<file path="src/rtl/aes_pkg.sv">
// Shared AES constants and state type for the inverse-cipher datapath stages.
package aes_pkg;
  localparam int STATE_W   = 128;
  localparam int NUM_BYTES = 16;

  typedef logic [STATE_W-1:0] state_t;

  // Byte 0 sits in the top byte lane of the state word.
  function automatic int byte_lsb(input int k);
    return STATE_W - 8 - 8 * k;
  endfunction
endpackage

</file>
<file path="src/rtl/inv_shift_rows_perm.sv">
// Combinational InvShiftRows: row r of the column-major state rotates right by r.
module inv_shift_rows_perm
  import aes_pkg::*;
(
  input  state_t i_state,
  output state_t o_state
);
  for (genvar r = 0; r < 4; r++) begin : g_row
    for (genvar c = 0; c < 4; c++) begin : g_col
      assign o_state[byte_lsb(r + 4*c) +: 8] = i_state[byte_lsb(r + 4*((c - r + 4) % 4)) +: 8];
    end
  end
endmodule

</file>
<file path="src/rtl/inv_shift_rows_stage.sv">
// InvShiftRows pipeline stage with valid/ready handshake and accepted-block counter.
// Define INV_SHIFT_ROWS_SKID_EN for a main+skid buffer with a registered ready_o.
module inv_shift_rows_stage
  import aes_pkg::*;
#(
  parameter int size  = 16,
  parameter int tag_w = 4
) (
  input  logic                clk_i,
  input  logic                reset_n_i,
  input  logic                v_i,
  input  logic [size*8-1:0]   block_i,
  input  logic [tag_w-1:0]    tag_i,
  output logic                ready_o,
  output logic                v_o,
  output logic [size*8-1:0]   shifted_block_o,
  output logic [tag_w-1:0]    tag_o,
  input  logic                ready_i,
  output logic [15:0]         count_o
);
  state_t             w_shifted;
  logic               w_in, w_out;
  logic               r_v;
  logic [size*8-1:0]  r_blk;
  logic [tag_w-1:0]   r_tag;
  logic [15:0]        r_cnt;

  inv_shift_rows_perm u_perm (
    .i_state (block_i),
    .o_state (w_shifted)
  );

  assign w_in  = v_i && ready_o;
  assign w_out = r_v && ready_i;

  assign v_o             = r_v;
  assign shifted_block_o = r_blk;
  assign tag_o           = r_tag;
  assign count_o         = r_cnt;

  always_ff @(posedge clk_i) begin
    if (!reset_n_i) r_cnt <= '0;
    else if (w_in)  r_cnt <= r_cnt + 16'd1;
  end

`ifdef INV_SHIFT_ROWS_SKID_EN
  logic               r_sv, r_rdy;
  logic [size*8-1:0]  r_sblk;
  logic [tag_w-1:0]   r_stag;
  logic               w_sv_nxt;

  // Skid fills only when main is occupied and not draining; it empties on any drain.
  assign w_sv_nxt = r_sv ? !w_out : (w_in && r_v && !w_out);
  assign ready_o  = r_rdy;

  always_ff @(posedge clk_i) begin
    if (!reset_n_i) begin
      r_v    <= 1'b0;
      r_blk  <= '0;
      r_tag  <= '0;
      r_sv   <= 1'b0;
      r_sblk <= '0;
      r_stag <= '0;
      r_rdy  <= 1'b1;
    end else begin
      if (w_out) begin
        if (r_sv) begin
          r_blk <= r_sblk;
          r_tag <= r_stag;
        end else begin
          r_v <= 1'b0;
        end
      end
      if (w_in) begin
        if (!r_v || w_out) begin
          r_blk <= w_shifted;
          r_tag <= tag_i;
          r_v   <= 1'b1;
        end else begin
          r_sblk <= w_shifted;
          r_stag <= tag_i;
        end
      end
      r_sv  <= w_sv_nxt;
      r_rdy <= !w_sv_nxt;
    end
  end
`else
  assign ready_o = !r_v || ready_i;

  always_ff @(posedge clk_i) begin
    if (!reset_n_i) begin
      r_v   <= 1'b0;
      r_blk <= '0;
      r_tag <= '0;
    end else if (w_in) begin
      r_v   <= 1'b1;
      r_blk <= w_shifted;
      r_tag <= tag_i;
    end else if (ready_i) begin
      r_v <= 1'b0;
    end
  end
`endif
endmodule
</file>
<file path="config.mk">
export PLATFORM = sky130hd
export DESIGN_NAME = inv_shift_rows_stage
export DESIGN_NICKNAME = d
export VERILOG_FILES = /design/src/rtl/aes_pkg.sv /design/src/rtl/inv_shift_rows_perm.sv /design/src/rtl/inv_shift_rows_stage.sv
export SDC_FILE = /design/constraint.sdc
export NUM_CORES = 1
export LEC_CHECK = 0
export CORE_AREA = 2 2 120 122
export CTS_CLUSTER_SIZE = 10
export DETAILED_ROUTE_END_ITERATION = 12
export DIE_AREA = 0 0 122 124
export PLACE_DENSITY_LB_ADDON = 0.25
export SLEW_MARGIN = 20
export SYNTH_ARGS = -nofsm -noshare
export SYNTH_HDL_FRONTEND = slang
export SYNTH_SLANG_ARGS = --single-unit
</file>
<file path="constraint.sdc">
create_clock -name clk_i -period 1.85 [get_ports clk_i]
set_input_delay 0.37 -clock clk_i [delete_from_list [all_inputs] [get_ports clk_i]]
set_output_delay 0.37 -clock clk_i [all_outputs]
set_load 0.01 [all_outputs]
</file>
==> metrics.md <==
| Metric | Value |
|---|---|
| # port buffers | `around 290` |
| Warnings from Yosys | `0` |
| CP endpoint kind | `output pin` |
| Outcome | `completed` |
| Relative slew slack | `approximately three quarters` |
| Fillers | `1163` |
| Post-Place Cells | `between 1000 and 1500` |
| Syn Inst Count | `roughly 670` |
| CTS tree | `yes` |
| Util after Layout | `between 60% and 70%` |
| Net Switching | `1.861 mW` |
| Num Clock Sinks | `about 150` |
| RSZ-0062 raised after global routing | `no` |
| Placer Congestion | `0.7587` |
| Power Internal | `approximately 6.4 mW` |
| Postcts setup bufs | `0` |
| Most common flop cell mapped by yosys | `dfxtp_1` |
| Mapped Area | `roughly 5300 um2` |
| Fin Hold WS | `between 400 and 500 ps` |
| Worst-Margin Slew | `approximately 380 ps` |
| Syn Nets | `802` |
| Die H | `approximately 120 um` |
| Final ANT Viol Nets | `0` |
| # DRC | `0` |
| Delay-heaviest family, CP | `buffers and inverters` |
| Crit-path cells | `clkdlybuf4s50_1` |
| Fin crit share | `97.41%` |
| Clock skew | `slightly below 7 ps` |
| Mean area per synthesized cell | `7.951 um2` |
| Core Area | `around 14000 um2` |
| Final setup viols | `0` |
| Switching fraction of total power | `22.46%` |
| Diodes inserted | `0` |
| DR iter-0 viols | `232` |
| Total negative slack | `0 ps` |
| Seq/Total Area, Yosys | `56.41%` |
| Layout Cells excl Fill | `1145` |
| Cell with the most instances after synthesis | `nand2_1` |
| H-tree levels | `4` |
| Layout Nets | `1089` |
| HPWL Detailed | `around 12 mm` |
| P&R area growth vs syn | `72.86%` |
| Crit path buf inv count | `1` |
| Top Ports | `around 290` |
| Worst min path class | `reg2reg` |
| DR WL/cell | `roughly 14 um` |
| Synth unique cells | `26` |
| Clock slew at reported path FFs | `60 ps` |
| Clock tree buffer depth | `2` |
| Vias in the first global route | `5256` |
| Die area | `approximately 15000 um2` |
| Slowest cell on crit path | `clkdlybuf4s50_1` |
| Critical Path RT | `around 1500 ps` |
| FF+latch area | `around 3000 um2` |
| PD cells | `906.3 nW/um2` |
| Asr flop ratio synth | `0%` |
| Most frequent cells after synthesis | `271 x nand2_1, 149 x dfxtp_1, 146 x a21oi_1, 31 x clkbuf_1, 17 x buf_2` |
| Via count | `5454` |
| Initial antenna violation count | `0` |
| Vias/cell | `approximately 4.8` |
| First-pass GRT wire length | `25.53 mm` |
| Max FO, Critical Path | `5` |
| Final wirelength | `16.58 mm` |
| Max cap viols | `0` |
| Largest net degree at the start of global routing | `between 40 and 50` |
| Die width | `about 120 um` |
| Sequential share of power | `41.9%` |
| Comb pwr share | `between 10% and 20%` |
| Yosys reg bits | `roughly 150` |
| Peak supply drop | `0.5507 mV` |
| Clock Power Share | `approximately 44%` |
| Total grt overflow | `0` |
| Multi-input gate area | `~2100 um2` |
| Worst path arrival time | `roughly 1400 ps` |
| Post-synth EDFFs | `0` |
| Max-slew violations | `0` |
| Ranking of synthesized cells by area | `dfxtp_1 56%, nand2_1 19%, a21oi_1 14%` |
| Critical setup path kind | `reg2out` |
| Slowest stage delay, CP | `590 ps` |
| Root Driver | `clkbuf_16` |
| Initial cell density of the core | `around two fifths` |
| Share of layout cells above drive strength 1 | `7.254%` |
| Rows | `between 40 and 50` |
| Final hold vios | `0` |
| Max Freq | `about 0.55 GHz` |
| Startpoint Class | `flip-flop` |
| Leakage | `approximately 3.4 nW` |
| Min Tclk post-route | `roughly 1800 ps` |
| Clock Latency Late Sink | `410 ps` |
| Synth area leader | `dfxtp_1` |
| Num CTS Buffers | `17` |
| Drt first pass iters | `4` |
| Hold_buf cts | `0` |
| Top-area cell type share of the netlist area | `56.41%` |
| GRT Util Overall | `a little over a fifth` |
==> layer usage <==
layer  vias to the layer above  global-route usage, %  wire length [um]
met4                         0                  8.477               345
met1                      2447                  23.20              6473
li1                       2746                      -                 -
met3                        31                  11.03              1858
met5                         -                      0                 0
met2                       230                  36.07              7906
==> worst paths after layout <==
check,from,end,slack [ps],cells past startpoint
setup / recovery,count_o[9],count_o[9],50,1
hold / removal,shifted_block_o[48],shifted_block_o[48],450,2
setup reg to reg,count_o[0],count_o[4],280,6
hold reg to reg,shifted_block_o[48],shifted_block_o[48],450,2
==> area by class of cell <==
type | count | area share [%]
Clock buffer | 24 | 5.161
Clock inverter | 8 | 1.615
Inverter | 5 | 0.2327
Multi-Input combinational cell | 461 | 22.71
Sequential cell | 149 | 32.68
Tap cell | 180 | 2.464
Timing Repair Buffer | 318 | 35.14
==> kinds of logic after synthesis <==
group | share of synthesized area [%]
adder cells (fa/ha/maj) | 0.2366
AO/OA/AOI/OAI | 15.33
buffers and inverters | 4.519
XOR/XNOR | 0.4970
AND/OR/NAND/NOR | 23.00
flip-flops | 56.41
==> flip-flops by register name, summed over array words and instances (netlist names) <==
signal and count:
shifted_block_o 128, v_o 1, count_o 16, tag_o 4
==> worst register-to-register path: cells and delay by family (launching register included) <==
| kind | cells | cell delay (ps) |
|---|---|---|
| buffers and inverters | 2 | 320 |
| and+or+nand+nor | 2 | 410 |
| adders and majority gates | 1 | 200 |
| AOI/OAI and AO/OA | 1 | 150 |
| DFF | 1 | 420 |
==> power groups by stage <==
stage	clock (mW)	combinational, mW	sequential [mW]
after floorplan	0	0.340	3.62
after global placement	0	1.21	3.53
after detailed placement	0	1.22	3.54
after CTS	3.67	1.22	3.47
after global routing	3.82	1.32	3.49
final	3.60	1.21	3.47
==> placed cells by master, fill, tap and decap left out, types with 2 or more instances in the layout <==
cell type,synthesis,layout
buf_4,1,24
clkbuf_1,31,5
clkdlybuf4s50_1,0,284
nor2_1,3,3
or4_1,8,8
dfxtp_2,0,3
buf_12,0,9
clkinv_2,0,2
nand3_1,3,3
nand4_1,3,3
inv_1,4,4
a21oi_1,146,146
clkbuf_16,0,17
bufinv_16,0,4
o31ai_1,8,8
nand2_1,271,270
or3_1,3,3
xnor2_1,2,2
clkbuf_8,0,2
clkinv_4,0,2
dfxtp_1,149,146
and3_1,2,2
o21ai_0,4,4
==> repair_timing <==
action | in CTS | in global routing
endpoints found under the setup margin | 1 | 3
endpoints found under the hold margin | 0 | 0
resized for setup | 1 | 3
==> through the flow <==
stage	area [um2]	setup WS, ps	power [mW]
floorplan	5288	341.0	3.959
CTS	9136	4.892	8.363
global placement	8518	-118.4	4.741
global route	9140	2.120	8.622
detailed placement	8518	-150.5	4.757
finish	9140	47.92	8.283
(Power assumes the default switching activity.)
